==> config.mk <==
export PLATFORM = sky130hd
export DESIGN_NAME = gg_slice_rowslice_writer_flat
export DESIGN_NICKNAME = d
export VERILOG_FILES = /design/src/rtl/gg_slice_rowslice_writer_pkg.sv /design/src/rtl/gg_slice_rowslice_writer_if.sv /design/src/rtl/gg_slice_rowslice_writer_expgolomb.sv /design/src/rtl/gg_slice_rowslice_writer.sv /design/src/flat_wrapper.sv
export SDC_FILE = /design/constraint.sdc
export NUM_CORES = 1
export LEC_CHECK = 0
export ABC_AREA = 1
export CAP_MARGIN = 15
export CORE_MARGIN = 10
export CORE_UTILIZATION = 65
export DETAILED_ROUTE_END_ITERATION = 8
export DONT_BUFFER_PORTS = 1
export GPL_TIMING_DRIVEN = 1
export HOLD_SLACK_MARGIN = 0.06
export PLACE_DENSITY_LB_ADDON = 0.3
export SYNTH_ARGS = -nofsm -noshare
export SYNTH_HDL_FRONTEND = slang
export SYNTH_SLANG_ARGS = --single-unit
==> constraint.sdc <==
create_clock -name clk -period 3.85 [get_ports clk]
set_input_delay 0.77 -clock clk [delete_from_list [all_inputs] [get_ports clk]]
set_output_delay 0.77 -clock clk [all_outputs]
set_load 0.005 [all_outputs]
==> src/rtl/gg_slice_rowslice_writer_pkg.sv <==
// Shared types for the row-slice header/skip-run writer.
// Build option GG_SLICE_DBLK_OFFSET_EN: emit alpha/beta from ports.
package gg_slice_pkg;

  localparam int SYM_W = 32;
  localparam int FRAME_NUM_BITS_DEF = 4;
  localparam int POC_LSB_BITS_DEF = 4;

  typedef enum logic [2:0] {
    S_IDLE,
    S_HDR,
    S_SKIP,
    S_MB,
    S_TRAIL
  } state_t;

  typedef enum logic [3:0] {
    F_FIRST_MB   = 4'd0,
    F_SLICE_TYPE = 4'd1,
    F_PPS_ID     = 4'd2,
    F_FRAME_NUM  = 4'd3,
    F_POC_LSB    = 4'd4,
    F_FLAGS      = 4'd5,
    F_QP_DELTA   = 4'd6,
    F_DBLK_IDC   = 4'd7,
    F_ALPHA      = 4'd8,
    F_BETA       = 4'd9,
    F_END        = 4'd10
  } fld_t;

  typedef struct packed {
    logic [SYM_W-1:0] bits;
    logic [5:0]       len;
  } sym_t;

  // stop bit then zeros up to the next byte boundary
  function automatic sym_t trail_sym(input logic [2:0] bp);
    sym_t s;
    s.bits = '0;
    s.bits[3'd7 - bp] = 1'b1;
    s.len = 6'd8 - {3'd0, bp};
    return s;
  endfunction

endpackage

==> src/rtl/gg_slice_rowslice_writer_if.sv <==
// Command, payload and symbol-output bundle of the row-slice writer.
// master drives commands/payload; slave is the writer.
interface gg_slice_rowslice_writer_if #(
  parameter int WIDTH = 32,
  parameter int FRAME_NUM_BITS = 4,
  parameter int POC_LSB_BITS = 4
) ();

  logic                      slice_start;
  logic [12:0]               first_mb;
  logic [2:0]                slice_type;
  logic [7:0]                pps_id;
  logic [FRAME_NUM_BITS-1:0] frame_num;
  logic [POC_LSB_BITS-1:0]   poc_lsb;
  logic [6:0]                qp_delta;
  logic [1:0]                dblk_idc;
  logic [3:0]                dblk_alpha;
  logic [3:0]                dblk_beta;

  logic                      mb_valid;
  logic                      mb_ready;
  logic [14:0]               mb_skip;

  logic                      mbsym_valid;
  logic                      mbsym_ready;
  logic [WIDTH-1:0]          mbsym_bits;
  logic [5:0]                mbsym_len;
  logic                      mbsym_last;

  logic                      end_valid;
  logic                      end_ready;
  logic [14:0]               end_skip;

  logic                      out_valid;
  logic                      out_ready;
  logic [WIDTH-1:0]          out_bits;
  logic [5:0]                out_len;

  logic                      slice_busy;
  logic                      slice_end;

  modport master (
    output slice_start, first_mb, slice_type, pps_id,
    output frame_num, poc_lsb, qp_delta,
    output dblk_idc, dblk_alpha, dblk_beta,
    output mb_valid, mb_skip,
    output mbsym_valid, mbsym_bits, mbsym_len, mbsym_last,
    output end_valid, end_skip,
    output out_ready,
    input  mb_ready, mbsym_ready, end_ready,
    input  out_valid, out_bits, out_len,
    input  slice_busy, slice_end
  );

  modport slave (
    input  slice_start, first_mb, slice_type, pps_id,
    input  frame_num, poc_lsb, qp_delta,
    input  dblk_idc, dblk_alpha, dblk_beta,
    input  mb_valid, mb_skip,
    input  mbsym_valid, mbsym_bits, mbsym_len, mbsym_last,
    input  end_valid, end_skip,
    input  out_ready,
    output mb_ready, mbsym_ready, end_ready,
    output out_valid, out_bits, out_len,
    output slice_busy, slice_end
  );

endinterface

==> src/rtl/gg_slice_rowslice_writer_expgolomb.sv <==
// Combinational Exp-Golomb encoder: ue(v) or se(k) of a 16-bit value.
// Leading zeros are implicit in the right-aligned symbol.
module gg_expgolomb_enc
  import gg_slice_pkg::*;
(
  input  logic [15:0] val,
  input  logic        se,
  output sym_t        sym
);

  logic [17:0] code;
  logic [16:0] neg;
  logic [4:0]  msb;

  always_comb begin
    neg  = 17'd0 - {val[15], val};
    code = 18'(val) + 18'd1;
    if (se) begin
      // code = codeNum + 1: 2k for k>0, -2k+1 otherwise
      if (!val[15] && val != 16'd0)
        code = {1'b0, val, 1'b0};
      else
        code = {neg, 1'b1};
    end
    msb = '0;
    for (int i = 0; i < 18; i++)
      if (code[i]) msb = 5'(i);
    sym.bits = SYM_W'(code);
    sym.len  = 6'({msb, 1'b0}) + 6'd1;
  end

endmodule

==> src/rtl/gg_slice_rowslice_writer.sv <==
// Row-slice writer: P-slice header, mb_skip_run framing, trailing bits.
// GG_SLICE_DBLK_OFFSET_EN: alpha/beta from ports, else se(0).
module gg_slice_rowslice_writer
  import gg_slice_pkg::*;
#(
  parameter int WIDTH = SYM_W,
  parameter int FRAME_NUM_BITS = FRAME_NUM_BITS_DEF,
  parameter int POC_LSB_BITS = POC_LSB_BITS_DEF
) (
  input logic clk,
  input logic reset,
  gg_slice_rowslice_writer_if.slave bus
);

  state_t state, state_nxt;
  fld_t   fld;

  logic             out_vq;
  logic [WIDTH-1:0] out_bq;
  logic [5:0]       out_lq;
  logic [2:0]       bitpos, bp_nxt;
  logic             prev_hdr, trail_sent;

  logic [2:0]                type_q;
  logic [7:0]                pps_q;
  logic [FRAME_NUM_BITS-1:0] fn_q;
  logic [POC_LSB_BITS-1:0]   poc_q;
  logic [6:0]                qp_q;
  logic [1:0]                idc_q;
`ifdef GG_SLICE_DBLK_OFFSET_EN
  logic [3:0]                alpha_q, beta_q;
`else
  logic                      unused_dblk;
  assign unused_dblk = ^{bus.dblk_alpha, bus.dblk_beta};
`endif

  logic pass, out_fire, q_fire, slot_free;
  logic last_hs, cmd_slot, start_acc;
  logic hdr_load, hdr_last, mb_acc, end_acc;
  logic end_emit, trail_load, trail_done, ld;

  logic [15:0] enc_val;
  logic        enc_se;
  sym_t        enc_sym, hdr_sym, trl_sym, ld_sym;

  // payload passes through once the queued skip symbol has gone
  assign pass = state == S_MB && !out_vq;

  assign bus.out_valid   = pass ? bus.mbsym_valid : out_vq;
  assign bus.out_bits    = pass ? bus.mbsym_bits : out_bq;
  assign bus.out_len     = pass ? bus.mbsym_len : out_lq;
  assign bus.mbsym_ready = pass && bus.out_ready;

  assign out_fire  = bus.out_valid && bus.out_ready;
  assign q_fire    = out_vq && bus.out_ready;
  assign slot_free = !out_vq || bus.out_ready;

  assign last_hs = pass && bus.mbsym_valid
                && bus.out_ready && bus.mbsym_last;
  assign cmd_slot = (state == S_SKIP && slot_free)
                 || last_hs;

  assign bus.mb_ready  = cmd_slot;
  assign bus.end_ready = cmd_slot && !bus.mb_valid;

  assign start_acc = state == S_IDLE && bus.slice_start;
  assign hdr_load  = state == S_HDR && slot_free;
  assign hdr_last  = (fld == F_DBLK_IDC && idc_q == 2'd1)
                  || fld == F_BETA;
  assign mb_acc    = cmd_slot && bus.mb_valid;
  assign end_acc   = cmd_slot && !bus.mb_valid
                  && bus.end_valid;
  assign end_emit  = end_acc
                  && (prev_hdr || bus.end_skip != 15'd0);
  assign trail_load = state == S_TRAIL && !trail_sent
                   && slot_free;
  assign trail_done = state == S_TRAIL && trail_sent
                   && q_fire;

  assign bus.slice_end  = trail_done;
  assign bus.slice_busy = state != S_IDLE;

  assign bp_nxt  = bitpos
                 + (out_fire ? bus.out_len[2:0] : 3'd0);
  assign trl_sym = trail_sym(bp_nxt);

  always_comb begin
    enc_val = '0;
    enc_se  = 1'b0;
    unique case (1'b1)
      state == S_IDLE: enc_val = {3'd0, bus.first_mb};
      state == S_HDR: begin
        case (fld)
          F_SLICE_TYPE: enc_val = {13'd0, type_q};
          F_PPS_ID:     enc_val = {8'd0, pps_q};
          F_QP_DELTA: begin
            enc_val = {{9{qp_q[6]}}, qp_q};
            enc_se  = 1'b1;
          end
          F_DBLK_IDC:   enc_val = {14'd0, idc_q};
`ifdef GG_SLICE_DBLK_OFFSET_EN
          F_ALPHA: begin
            enc_val = {{12{alpha_q[3]}}, alpha_q};
            enc_se  = 1'b1;
          end
          F_BETA: begin
            enc_val = {{12{beta_q[3]}}, beta_q};
            enc_se  = 1'b1;
          end
`else
          F_ALPHA, F_BETA: enc_se = 1'b1;
`endif
          default: ;
        endcase
      end
      default: enc_val = bus.mb_valid
                       ? {1'b0, bus.mb_skip}
                       : {1'b0, bus.end_skip};
    endcase
  end

  gg_expgolomb_enc u_enc (
    .val (enc_val),
    .se  (enc_se),
    .sym (enc_sym)
  );

  always_comb begin
    hdr_sym = enc_sym;
    case (fld)
      F_FRAME_NUM: begin
        hdr_sym.bits = SYM_W'(fn_q);
        hdr_sym.len  = 6'(FRAME_NUM_BITS);
      end
      F_POC_LSB: begin
        hdr_sym.bits = SYM_W'(poc_q);
        hdr_sym.len  = 6'(POC_LSB_BITS);
      end
      F_FLAGS: begin
        hdr_sym.bits = '0;
        hdr_sym.len  = 6'd3;
      end
      default: ;
    endcase
  end

  assign ld = start_acc || hdr_load || mb_acc
           || end_emit || trail_load;

  always_comb begin
    ld_sym = enc_sym;
    unique case (1'b1)
      trail_load: ld_sym = trl_sym;
      hdr_load:   ld_sym = hdr_sym;
      default:    ;
    endcase
  end

  always_comb begin
    state_nxt = state;
    unique case (state)
      S_IDLE:  if (start_acc) state_nxt = S_HDR;
      S_HDR:   if (hdr_load && hdr_last) state_nxt = S_SKIP;
      S_SKIP, S_MB: begin
        if (mb_acc)       state_nxt = S_MB;
        else if (end_acc) state_nxt = S_TRAIL;
        else if (last_hs) state_nxt = S_SKIP;
      end
      S_TRAIL: if (trail_done) state_nxt = S_IDLE;
      default: state_nxt = S_IDLE;
    endcase
  end

  always_ff @(posedge clk or negedge reset) begin
    if (!reset) state <= S_IDLE;
    else        state <= state_nxt;
  end

  always_ff @(posedge clk or negedge reset) begin
    if (!reset) begin
      out_vq     <= 1'b0;
      out_bq     <= '0;
      out_lq     <= '0;
      bitpos     <= '0;
      fld        <= F_FIRST_MB;
      prev_hdr   <= 1'b0;
      trail_sent <= 1'b0;
      type_q     <= '0;
      pps_q      <= '0;
      fn_q       <= '0;
      poc_q      <= '0;
      qp_q       <= '0;
      idc_q      <= '0;
`ifdef GG_SLICE_DBLK_OFFSET_EN
      alpha_q    <= '0;
      beta_q     <= '0;
`endif
    end else begin
      bitpos <= start_acc ? 3'd0 : bp_nxt;
      if (q_fire) out_vq <= 1'b0;
      if (ld) begin
        out_vq <= 1'b1;
        out_bq <= WIDTH'(ld_sym.bits);
        out_lq <= ld_sym.len;
      end
      if (start_acc) begin
        fld        <= F_SLICE_TYPE;
        prev_hdr   <= 1'b1;
        trail_sent <= 1'b0;
        type_q     <= bus.slice_type;
        pps_q      <= bus.pps_id;
        fn_q       <= bus.frame_num;
        poc_q      <= bus.poc_lsb;
        qp_q       <= bus.qp_delta;
        idc_q      <= bus.dblk_idc == 2'd3
                    ? 2'd0 : bus.dblk_idc;
`ifdef GG_SLICE_DBLK_OFFSET_EN
        alpha_q    <= bus.dblk_alpha;
        beta_q     <= bus.dblk_beta;
`endif
      end
      if (hdr_load) fld <= fld_t'(fld + 4'd1);
      if (mb_acc) prev_hdr <= 1'b0;
      if (trail_load) trail_sent <= 1'b1;
      if (trail_done) trail_sent <= 1'b0;
    end
  end

endmodule

==> src/flat_wrapper.sv <==
// flat-port wrapper written by rule: the top's interface ports become plain ports
module gg_slice_rowslice_writer_flat import gg_slice_pkg::*;
#(
  parameter int WIDTH = SYM_W,
  parameter int FRAME_NUM_BITS = FRAME_NUM_BITS_DEF,
  parameter int POC_LSB_BITS = POC_LSB_BITS_DEF
)
  (clk, reset, bus_slice_start, bus_first_mb, bus_slice_type, bus_pps_id, bus_frame_num, bus_poc_lsb, bus_qp_delta, bus_dblk_idc, bus_dblk_alpha, bus_dblk_beta, bus_mb_valid, bus_mb_skip, bus_mbsym_valid, bus_mbsym_bits, bus_mbsym_len, bus_mbsym_last, bus_end_valid, bus_end_skip, bus_out_ready, bus_mb_ready, bus_mbsym_ready, bus_end_ready, bus_out_valid, bus_out_bits, bus_out_len, bus_slice_busy, bus_slice_end);
  gg_slice_rowslice_writer_if #(.WIDTH(WIDTH), .FRAME_NUM_BITS(FRAME_NUM_BITS), .POC_LSB_BITS(POC_LSB_BITS)) bus_i ();
  input logic clk;
  input logic reset;
  input wire logic [$bits(bus_i.slice_start)-1:0] bus_slice_start;
  input wire logic [$bits(bus_i.first_mb)-1:0] bus_first_mb;
  input wire logic [$bits(bus_i.slice_type)-1:0] bus_slice_type;
  input wire logic [$bits(bus_i.pps_id)-1:0] bus_pps_id;
  input wire logic [$bits(bus_i.frame_num)-1:0] bus_frame_num;
  input wire logic [$bits(bus_i.poc_lsb)-1:0] bus_poc_lsb;
  input wire logic [$bits(bus_i.qp_delta)-1:0] bus_qp_delta;
  input wire logic [$bits(bus_i.dblk_idc)-1:0] bus_dblk_idc;
  input wire logic [$bits(bus_i.dblk_alpha)-1:0] bus_dblk_alpha;
  input wire logic [$bits(bus_i.dblk_beta)-1:0] bus_dblk_beta;
  input wire logic [$bits(bus_i.mb_valid)-1:0] bus_mb_valid;
  input wire logic [$bits(bus_i.mb_skip)-1:0] bus_mb_skip;
  input wire logic [$bits(bus_i.mbsym_valid)-1:0] bus_mbsym_valid;
  input wire logic [$bits(bus_i.mbsym_bits)-1:0] bus_mbsym_bits;
  input wire logic [$bits(bus_i.mbsym_len)-1:0] bus_mbsym_len;
  input wire logic [$bits(bus_i.mbsym_last)-1:0] bus_mbsym_last;
  input wire logic [$bits(bus_i.end_valid)-1:0] bus_end_valid;
  input wire logic [$bits(bus_i.end_skip)-1:0] bus_end_skip;
  input wire logic [$bits(bus_i.out_ready)-1:0] bus_out_ready;
  output wire logic [$bits(bus_i.mb_ready)-1:0] bus_mb_ready;
  output wire logic [$bits(bus_i.mbsym_ready)-1:0] bus_mbsym_ready;
  output wire logic [$bits(bus_i.end_ready)-1:0] bus_end_ready;
  output wire logic [$bits(bus_i.out_valid)-1:0] bus_out_valid;
  output wire logic [$bits(bus_i.out_bits)-1:0] bus_out_bits;
  output wire logic [$bits(bus_i.out_len)-1:0] bus_out_len;
  output wire logic [$bits(bus_i.slice_busy)-1:0] bus_slice_busy;
  output wire logic [$bits(bus_i.slice_end)-1:0] bus_slice_end;
  assign bus_i.slice_start = bus_slice_start;
  assign bus_i.first_mb = bus_first_mb;
  assign bus_i.slice_type = bus_slice_type;
  assign bus_i.pps_id = bus_pps_id;
  assign bus_i.frame_num = bus_frame_num;
  assign bus_i.poc_lsb = bus_poc_lsb;
  assign bus_i.qp_delta = bus_qp_delta;
  assign bus_i.dblk_idc = bus_dblk_idc;
  assign bus_i.dblk_alpha = bus_dblk_alpha;
  assign bus_i.dblk_beta = bus_dblk_beta;
  assign bus_i.mb_valid = bus_mb_valid;
  assign bus_i.mb_skip = bus_mb_skip;
  assign bus_i.mbsym_valid = bus_mbsym_valid;
  assign bus_i.mbsym_bits = bus_mbsym_bits;
  assign bus_i.mbsym_len = bus_mbsym_len;
  assign bus_i.mbsym_last = bus_mbsym_last;
  assign bus_i.end_valid = bus_end_valid;
  assign bus_i.end_skip = bus_end_skip;
  assign bus_i.out_ready = bus_out_ready;
  assign bus_mb_ready = bus_i.mb_ready;
  assign bus_mbsym_ready = bus_i.mbsym_ready;
  assign bus_end_ready = bus_i.end_ready;
  assign bus_out_valid = bus_i.out_valid;
  assign bus_out_bits = bus_i.out_bits;
  assign bus_out_len = bus_i.out_len;
  assign bus_slice_busy = bus_i.slice_busy;
  assign bus_slice_end = bus_i.slice_end;
  gg_slice_rowslice_writer #(.WIDTH(WIDTH), .FRAME_NUM_BITS(FRAME_NUM_BITS), .POC_LSB_BITS(POC_LSB_BITS)) u_core (.clk(clk), .reset(reset), .bus(bus_i));
endmodule
==> metrics.md, run 1 <==
| Metric | Value |
|---|---|
| Final setup viols | 0 |
| Crit path max fanout | 5 |
| Required @ worst endpoint | 4080 ps |
| Layout cells sized above 1 | 9.83% |
| Fmax | 0.291 GHz |
| Worst EP arrival | 3670 ps |
| Filler cells | 655 |
| PwrDens | 836 nW/µm² |
| Max-cap violations | 0 |
| CTS Sinks | 65 |
| Seq/Total Area, Yosys | 32.6% |
| Dpl cells | 847 |
| H-Tree Depth | 3 |
| FP Rows | 31 |
| Post-synth top area cell | dfrtp_1 |
| Fin crit period | 3440 ps |
| Clk Latency, worst-skew pair | 350 ps |
| CP Capture Point | u_core.out_lq[3] |
| Synth Instances | 763 |
| Die width | 108 µm |
| Worst setup EP type | register |
| CTS Hold Bufs | 0 |
| Final GP Congestion | 0.951 |
| First-pass GRT wire length | 23400 µm |
| Max IR drop VDD | 0.460 mV |
| Overflow after GRT | 0 |
| Synth cell types | 52 |
| NetSw | 2.26 mW |
| R2r endpoint | u_core.out_lq[3] |
| GRT Resource Usage Total | 24.5% |
| Routed wire per std cell | 16.3 µm |
| Yosys warning total | 0 |
| Total number of vias | 4987 |
| Period Utilization, post-route | 89.3% |
| Area Overhead vs Synth | 5.20% |
| Fin. Hold Viols | 0 |
| ANT cells | 0 |
| Unrepaired setup endpoints after global routing | false |
| Switch share | 51.5% |
| Chip Height | 108 µm |
| Worst path max stage delay | 440 ps |
| Final net count | 893 |
| Post-route ant nets | 0 |
| Layout Utilization | 71.1% |
| Vias in the first global route | 4979 |
| Clock Pin Slew Worst Setup and Hold Paths | 80 ps |
| Hold Crit Class | in2async |
| Final setup TNS | 0 ps |
| CTS Buf Count | 9 |
| Root Buffer | clkbuf_8 |
| Post-Syn Area | 4980 µm² |
| Clk_skew | 12.8 ps |
| Initial core utilization | 67.6% |
| Final cell count without fillers | 862 |
| 1st-iter DRT viols | 393 |
| Worst r2r src | u_core.fld[0] |
| Max Root-Sink Buffers | 2 |
| Outcome | completed |
| Syn Area/Cell | 6.53 µm² |
| Reg2reg setup slack | 410 ps |
| Worst Setup SP | u_core.fld[0] |
| Total Wirelength | 14100 µm |
| Final Max Tran Viols | 0 |
| Leakage power | 2.69 nW |
| Share of the synthesized area in the top cell type | 32.6% |
| # port buffers | 0 |
| DPL Wire Length | 11200 µm |
| Cell mode on critical path | nand2_1 |
| Reg power frac | 26.5% |
| Die footprint | 11600 µm² |
| Initial antenna violation count | 0 |
| Clock Power Share | 13.3% |
| CTS tree | yes |
| Measured slew at the worst slew-check pin | 1020 ps |
| Worst-case reg-to-reg path depth | 28 |
| I/O Pins | 169 |
| Hold_ws | 104 ps |
| Residual DRC | 0 |
| Largest net degree at the start of global routing | 66 |
| Largest cells by area after synthesis | dfrtp_1, nand2_1, inv_1 |
| Gate power share | 60.2% |
| Slew headroom | 31.7% |
| Mapped Nets | 897 |
| Critical-path top delay cell | dfrtp_1 |
| Critical Setup Path Class | reg2reg |
| Post-CTS sizing | 0 |
| Startpoint Class | register |
| First-pass DRT Iterations | 5 |
| Post-CTS Setup Bufs | 0 |
| Core Region | 7370 µm² |
| P_int | 2.12 mW |
| Vias per inst | 5.79 |
| Yosys reg bits | 65 |
worst min-delay path by stage:
stage	from	end	slack (ps)	cells past startpoint
2_1_floorplan	u_core.pps_q[0]	u_core.pps_q[0]	450	2
3_3_place_gp	u_core.pps_q[5]	u_core.pps_q[5]	470	2
3_5_place_dp	u_core.pps_q[4]	u_core.pps_q[4]	470	2
4_1_cts	reset	u_core.out_bq[9]	110	0
5_1_grt	reset	u_core.bitpos[2]	90	0
6_report	reset	u_core.out_bq[9]	100	0
routing by layer:
metal | global-route usage, % | routed length [µm] | vias up
li1 | - | - | 2416
met1 | 29.6 | 5670 | 2267
met2 | 38.1 | 6250 | 282
met3 | 10.7 | 1910 | 22
met4 | 7.92 | 238 | 0
met5 | 0 | 0 | -
Yosys cell counts, drive strengths merged:
master  instances
clkinv          2
a21oi          27
nor2           82
nor3           11
xnor2           3
a22oi           1
dfrtp          65
o21a            1
nand2         265
nand3          42
fa              1
o31ai           5
buf             9
a31oi           1
clkbuf         13
a21boi          1
xor2            8
a32oi           1
o211ai          4
o21bai          1
a211oi          1
a21o            1
inv           108
nand3b          1
o22ai          14
o21ai          64
or2             2
nor4            7
ha              8
nand4           6
o221ai          5
and2            3
layout by cell type, fill, tap and decap left out, types with 2 or more instances in the layout:
cell / Yosys / routed
clkinv_4: 1 / 3
o21ai_1: 6 / 6
o221ai_1: 5 / 5
nor2_2: 5 / 5
xor2_1: 8 / 8
nor2_4: 6 / 6
ha_1: 8 / 8
nand2_4: 3 / 3
nand2_2: 5 / 5
buf_4: 2 / 7
o31ai_4: 2 / 2
nand3_2: 4 / 4
o211ai_1: 4 / 4
xnor2_1: 3 / 3
o21ai_2: 3 / 3
dfrtp_1: 65 / 65
nand4_1: 5 / 5
nand3_1: 37 / 37
clkbuf_8: 0 / 9
and2_1: 3 / 3
a21oi_1: 23 / 23
nand2_1: 257 / 257
inv_2: 14 / 14
nor2_1: 71 / 71
a21oi_2: 3 / 3
inv_1: 94 / 94
nor4_1: 6 / 6
o21ai_0: 55 / 55
o22ai_1: 14 / 14
o31ai_1: 3 / 3
nor3_1: 10 / 10
per-stage QoR:
stage               worst slack (ps)  area [µm²]  power (mW)
floorplan                        645        4980        3.20
global placement                 630        5050        3.66
detailed placement               477        5050        3.76
CTS                              447        5240        4.36
global route                    33.2        5240        4.83
finish                           410        5240        4.38
power groups by stage:
stage          Sequential [mW]  Clock, mW  Combinational [mW]
6_report                  1.16      0.584                2.64
5_1_grt                   1.19      0.621                3.02
4_1_cts                   1.16      0.583                2.62
3_5_place_dp              1.16          0                2.60
3_3_place_gp              1.16          0                2.50
2_1_floorplan             1.11          0                2.09
registers in the layout (all words and copies together), names as in the netlist, 3 cells and up:
name	count
u_core.state	3
u_core.out_lq	6
u_core.bitpos	3
u_core.out_bq	18
u_core.fld	4
u_core.pps_q	8
u_core.fn_q	4
u_core.type_q	3
u_core.poc_q	4
u_core.qp_q	7
cell type report:
cell class | instances | area [µm²] | share of cell area [%]
clock buffer | 9 | 124 | 2.36
clock inverter | 6 | 68.8 | 1.31
inverter | 110 | 418 | 7.97
multi-input combinational | 566 | 2830 | 54.0
sequential | 65 | 1630 | 31.0
tap | 99 | 124 | 2.36
timing repair buffer | 7 | 52.6 | 1.00
worst max-delay path: cells and delay by family (launching register included):
family,cells,cell delay (ps)
adders and majority gates,2,370
DFF,1,440
and+or+nand+nor,20,1900
xor gates and xnor gates,1,150
buffers and inverters,5,430
cells by family after synthesis:
family,after synthesis,share of synthesized area [%]
AND/OR/NAND/NOR,419,36.7
buffers and inverters,132,10.6
AO/OA/AOI/OAI,127,15.7
flip-flops,65,32.6
XOR/XNOR,11,1.93
adder cells (fa/ha/maj),9,2.41
No activity file was read; power rests on OpenSTA's default activity.
==> run 2, diff against run 1 <==
--- a/config.mk
+++ b/config.mk
@@ -8,7 +8,7 @@
 export ABC_AREA = 1
 export CAP_MARGIN = 15
 export CORE_MARGIN = 10
-export CORE_UTILIZATION = 65
+export CORE_UTILIZATION = 70
 export DETAILED_ROUTE_END_ITERATION = 8
 export DONT_BUFFER_PORTS = 1
 export GPL_TIMING_DRIVEN = 1
==> constraint.sdc (replaced) <==
create_clock -name clk -period 4.25 [get_ports clk]
set_input_delay 0.85 -clock clk [delete_from_list [all_inputs] [get_ports clk]]
set_output_delay 0.85 -clock clk [all_outputs]
set_load 0.005 [all_outputs]
==> run 2 against run 1 <==
Effect of this change:
- wire length increased by 0.11%
- flip-flop and latch count unchanged
- sequential share of layout area increased by 0.059 points
- clock skew increased by 4.2 ps
- non-clock buffer count decreased by 1
- critical path type unchanged
==> metrics.md, run 2 (synthesized netlist as in run 1, its figures left out) <==
| Metric | Value |
|---|---|
| Outcome | completed |
| Worst Setup SP | u_core.fld[0] |
| CTS Hold Bufs | 0 (unchanged) |
| Clock Pin Slew Worst Setup and Hold Paths | 80 ps (about the same) |
| Total Wirelength | 14100 µm (+0.11%) |
| Vias per inst | 5.76 (-0.38%) |
| Final GP Congestion | 0.934 (-1.9%) |
| Clock Power Share | 13.4% (about the same) |
| Root Buffer | clkbuf_8 |
| Max reg flops | 18 (unchanged) |
| Slew headroom | 35.5% (+3.8 points) |
| Register with the most flip-flops | u_core.out_bq |
| Final instance area | 5230 µm² (-0.19%) |
| Largest net degree at the start of global routing | 66 (unchanged) |
| Critical-path top delay cell | dfrtp_1 |
| Required @ worst endpoint | 4470 ps (+390 ps) |
| Most frequent cells in the layout | nand2_1, inv_1, nor2_1, dfrtp_1, o21ai_0 |
| CTS Buf Count | 9 (unchanged) |
| Final setup TNS | 0 ps (unchanged) |
| Unrepaired setup endpoints after global routing | false |
| Pre-CTS setup slack | 611 ps (+133 ps) |
| Total number of vias | 4951 (-0.72%) |
| Final Max Tran Viols | 0 (unchanged) |
| Final worst slack | 519 ps (+108 ps) |
| Worst path max stage delay | 430 ps (about the same) |
| Worst setup EP type | register |
| # port buffers | 0 (unchanged) |
| Post-CTS sizing | 0 (unchanged) |
| Crit path max fanout | 10 (+5) |
| First-pass DRT Iterations | 5 (unchanged) |
| Filler cells | 566 (-14%) |
| Worst r2r src | u_core.fld[0] |
| Leading cell type in the layout, fill and taps excluded | nand2_1 |
| P_int | 1.92 mW (-9.4%) |
| First-pass GRT wire length | 23000 µm (-1.8%) |
| Die footprint | 10900 µm² (-5.8%) |
| 1st-iter DRT viols | 402 (+2.3%) |
| Critical Setup Path Class | reg2reg |
| Layout cells sized above 1 | 9.70% (-0.13 points) |
| Final net count | 892 (-0.11%) |
| Fmax | 0.268 GHz (-7.8%) |
| NetSw | 2.06 mW (-8.5%) |
| Max IR drop VDD | 0.542 mV (+18%) |
| Switch share | 51.8% (+0.24 points) |
| Worst EP arrival | 3950 ps (+280 ps) |
| Routed wire per std cell | 16.4 µm (+0.46%) |
| Max Root-Sink Buffers | 2 (unchanged) |
| Initial antenna violation count | 0 (unchanged) |
| Worst Path Buf+Inv | 5 (unchanged) |
| Residual DRC | 0 (unchanged) |
| Overflow after GRT | 0 (unchanged) |
| DPL Wire Length | 11300 µm (+1.1%) |
| R2r endpoint | u_core.out_lq[2] |
| Period Utilization, post-route | 87.8% (-1.5 points) |
| Gate power share | 60.2% (about the same) |
| Leakage power | 2.69 nW (about the same) |
| Cell mode on critical path | nand2_1 |
| Initial core utilization | 72.5% (+4.9 points) |
| Area Overhead vs Synth | 5.00% |
| Hold Crit Class | in2async |
| Total chip power | 3.99 mW (-9.0%) |
| ANT cells | 0 (unchanged) |
| Family with the most delay on the worst path | simple AND/OR/NAND/NOR gates |
| Top flop regs | u_core.out_bq x18, u_core.pps_q x8, u_core.qp_q x7 |
| Reg2reg setup slack | 520 ps (+110 ps) |
| CTS tree | yes |
| CTS Sinks | 65 (unchanged) |
| Reg power frac | 26.4% (about the same) |
| Placed Area | 5040 µm² (-0.22%) |
| Chip Height | 104 µm (-3.0%) |
| Final setup viols | 0 (unchanged) |
| Die width | 104 µm (-3.0%) |
| Post-CTS Setup Bufs | 0 (unchanged) |
| Startpoint Class | register |
| Max-cap violations | 0 (unchanged) |
| H-Tree Depth | 3 (unchanged) |
| Core Region | 6870 µm² (-6.8%) |
| Worst-case reg-to-reg path depth | 27 (-3.6%) |
| Fin. Hold Viols | 0 (unchanged) |
| I/O Pins | 169 (unchanged) |
| Vias in the first global route | 4866 (-2.3%) |
| FP Rows | 30 (-3.2%) |
| Fin crit period | 3730 ps (+292 ps) |
| Clk_skew | 17.0 ps (+4.21 ps) |
| Measured slew at the worst slew-check pin | 959 ps (-57.1 ps) |
| Clk Latency, worst-skew pair | 350 ps (about the same) |
| PwrDens | 763 nW/µm² (-8.8%) |
| Post-route ant nets | 0 (unchanged) |
| GRT Resource Usage Total | 24.9% (+0.48 points) |
## run 2: cell type report
cell class	instances	area [µm²]	share of cell area (%)
Multi-Input combinational cell	566	2830	54.1
Sequential cell	65	1630	31.1
Inverter	110	418	7.99
Clock buffer	10	128	2.44
Tap cell	96	120	2.30
Clock inverter	6	66.3	1.27
Timing Repair Buffer	6	45.0	0.861
## run 2: through the flow
step	cells	hold slack (ps)	util (%)
6_report	859	186	76.2
2_1_floorplan	763	449	-
3_5_place_dp	843	467	73.3
3_3_place_gp	843	468	73.3
5_1_grt	859	179	76.2
4_1_cts	859	181	76.2
## run 2: worst max path at each step
| stage | endpoint | slack, ps | depth (start not counted) |
|---|---|---|---|
| after detailed placement | u_core.out_lq[2] | 610 | 27 |
| after global routing | u_core.out_lq[3] | 150 | 28 |
| after global placement | u_core.out_lq[2] | 810 | 27 |
| after floorplan | u_core.out_lq[1] | 970 | 24 |
| final | u_core.out_lq[2] | 520 | 27 |
| after CTS | u_core.out_lq[2] | 570 | 27 |
## run 2: worst register-to-register path, delay by kind of cell, from the launching register on
kind	cells	cell delay [ps]
compound gates	2	220
xor+xnor	1	140
fa+ha+maj	2	590
buf+inv	5	510
flops	1	430
simple gates	17	1730
## run 2: power by group through the flow
stage                     Clock (mW)  Combinational, mW  Sequential, mW
after floorplan                    0               1.90            1.00
after global placement             0               2.26            1.05
after detailed placement           0               2.36            1.06
after CTS                      0.538               2.38            1.05
after global routing           0.566               2.73            1.08
final                          0.535               2.40            1.05
## run 2: per-layer routing
layer / up-vias / track usage, % / wire (µm)
met5: - / 0 / 0
met4: 0 / 6.16 / 219
met3: 22 / 9.73 / 1680
met2: 269 / 40.5 / 6340
met1: 2240 / 30.2 / 5850
li1: 2420 / - / -
==> run 3, diff against run 2 <==
--- a/config.mk
+++ b/config.mk
@@ -8,9 +8,8 @@
 export ABC_AREA = 1
 export CAP_MARGIN = 15
 export CORE_MARGIN = 10
-export CORE_UTILIZATION = 70
+export CORE_UTILIZATION = 50
 export DETAILED_ROUTE_END_ITERATION = 8
-export DONT_BUFFER_PORTS = 1
 export GPL_TIMING_DRIVEN = 1
 export HOLD_SLACK_MARGIN = 0.06
 export PLACE_DENSITY_LB_ADDON = 0.3
==> run 3 against run 2 <==
Effect of this change:
- fmax up 0.82%
- sequential share of layout area down 7.7 points
- non-clock buffer count up 165
- setup slack better by 30 ps
- sequential power about the same
- count of clock-buffer cells in the layout down 1
- largest cell class unchanged
==> metrics.md, run 3 (synthesized netlist as in run 1, its figures left out) <==
| Metric | Value |
|---|---|
| Outcome | completed |
| Final Max Tran Viols | 0 (unchanged) |
| Final worst slack | 549 ps (+30.2 ps) |
| # port buffers | 160 (+160) |
| First-pass DRT Iterations | 5 (unchanged) |
| Final setup viols | 0 (unchanged) |
| Die footprint | 14400 µm² (+32%) |
| Fmax | 0.270 GHz (+0.82%) |
| Total number of vias | 5544 (+12%) |
| Routed wire per std cell | 14.6 µm (-11%) |
| Required @ worst endpoint | 3400 ps (-1070 ps) |
| Clk Latency, worst-skew pair | 350 ps (about the same) |
| Max reg flops | 18 (unchanged) |
| GRT Resource Usage Total | 20.8% (-4.1 points) |
| Clock Pin Slew Worst Setup and Hold Paths | 80 ps (about the same) |
| NetSw | 2.16 mW (+4.6%) |
| Max-cap violations | 0 (unchanged) |
| Final cell count without fillers | 1061 (+24%) |
| Clock Power Share | 13.6% (+0.2 points) |
| Measured slew at the worst slew-check pin | 826 ps (-133 ps) |
| Crit path max fanout | 4 (-6) |
| Unrepaired setup endpoints after global routing | false |
| Leakage power | 3.34 nW (+24%) |
| H-Tree Depth | 3 (unchanged) |
| Fin. Hold Viols | 0 (unchanged) |
| Chip Height | 120 µm (+15%) |
| Core Region | 9730 µm² (+42%) |
| Switch share | 47.7% (-4.0 points) |
| Gate power share | 63.2% (+3.0 points) |
| First-pass GRT wire length | 25200 µm (+9.6%) |
| Vias per inst | 5.23 (-9.3%) |
| Worst setup EP type | primary output |
| Final GP Congestion | 0.927 (-0.70%) |
| Reg power frac | 23.2% (-3.2 points) |
| Post-CTS sizing | 0 (unchanged) |
| Final setup TNS | 0 ps (unchanged) |
| PwrDens | 652 nW/µm² (-14%) |
| Die width | 120 µm (+15%) |
| Dpl cells | 1045 (+24%) |
| Top flop regs | u_core.out_bq x18, u_core.pps_q x8, u_core.qp_q x7 |
| CTS Sinks | 65 (unchanged) |
| Period Utilization, post-route | 87.1% (-0.71 points) |
| Residual DRC | 0 (unchanged) |
| Slew headroom | 44.9% (+9.4 points) |
| Final net count | 1057 (+18%) |
| I/O Pins | 169 (unchanged) |
| Hold Crit Class | reg2reg |
| Total Wirelength | 15500 µm (+10%) |
| DPL Wire Length | 12700 µm (+12%) |
| Max IR drop VDD | 0.291 mV (-46%) |
| Root Buffer | clkbuf_8 |
| CTS Hold Bufs | 0 (unchanged) |
| CTS tree | yes |
| 1st-iter DRT viols | 380 (-5.5%) |
| Overflow after GRT | 0 (unchanged) |
| Post-CTS Setup Bufs | 0 (unchanged) |
| P_int | 2.37 mW (+23%) |
| Initial core utilization | 51.2% (-21 points) |
| Largest net degree at the start of global routing | 37 (-44%) |
| Pre-CTS setup slack | 319 ps (-292 ps) |
| Leading cell type in the layout, fill and taps excluded | nand2_1 |
| Most frequent cells in the layout | nand2_1, clkdlybuf4s50_1, inv_1, nor2_1, dfrtp_1 |
| ANT cells | 0 (unchanged) |
| Worst EP arrival | 2850 ps (-1100 ps) |
| Vias in the first global route | 5431 (+12%) |
| Fin crit period | 3700 ps (-30.2 ps) |
| Critical Setup Path Class | in2out |
| Area Overhead vs Synth | 39.4% |
| Startpoint Class | primary input |
| CTS Buf Count | 9 (unchanged) |
| Max Root-Sink Buffers | 2 (unchanged) |
| Post-route ant nets | 0 (unchanged) |
| Register with the most flip-flops | u_core.out_bq |
| Clk_skew | 8.67 ps (-8.37 ps) |
| Initial antenna violation count | 0 (unchanged) |
| Hold_ws | 490 ps (+304 ps) |
| FP Rows | 36 (+20%) |
| Layout cells sized above 1 | 8.73% (-0.97 points) |
run 3: changes by cell type in the layout (fill, tap and decap cells not counted), sizes merged:
cell,delta
clkdlybuf4s50,+159
buf,+6
clkinv,-2
bufinv,+1
clkbuf,-1
clkinvlp,+1
inv,+1
run 3: area by class of cell:
class | instances | area, µm²
multi-input combinational | 566 | 2830
fill | 820 | 2790
timing repair buffer | 171 | 1680
sequential | 65 | 1630
inverter | 110 | 418
tap | 133 | 166
clock buffer | 9 | 124
clock inverter | 7 | 101
run 3: worst paths after layout:
check                                 startpoint                 to  slack (ps)  cells past startpoint
worst max-delay path               bus_out_ready      bus_end_ready         550                      8
worst min register to register  u_core.out_bq[1]   u_core.out_bq[1]         490                      2
min in group asynchronous                  reset  u_core.out_bq[12]         570                      1
max in group asynchronous                  reset    u_core.pps_q[4]        2800                      2
worst min-delay path            u_core.out_bq[1]   u_core.out_bq[1]         490                      2
worst max register to register     u_core.fld[0]   u_core.out_lq[2]         590                     27
run 3: stage by stage:
step	utilization, %	power, mW	instance area [µm²]
after detailed placement	69.0	3.87	6720
after global placement	69.0	3.76	6720
after CTS	71.4	4.50	6940
after global routing	71.4	4.92	6940
final	71.4	4.53	6940
after floorplan	-	2.90	4980
run 3: metal layers:
layer	part of all wire [%]	global-route usage, %
met3	8.1	5.34
met5	0	0
met4	2.2	6.11
met2	45	33.9
met1	45	26.6
run 3: critical path: stages:
cell and delay [ps]:
clkdlybuf4s50_1 540, inv_1 80, nor2_1 250, nand3_1 160
nand2_1 140, inv_1 70, nor2_1 200, clkdlybuf4s50_1 560
run 3: power by group through the flow:
stage | combinational (mW) | sequential, mW | clock, mW
2_1_floorplan | 1.90 | 1.00 | 0
3_3_place_gp | 2.71 | 1.05 | 0
3_5_place_dp | 2.81 | 1.06 | 0
4_1_cts | 2.84 | 1.05 | 0.614
5_1_grt | 3.19 | 1.07 | 0.648
6_report | 2.86 | 1.05 | 0.616
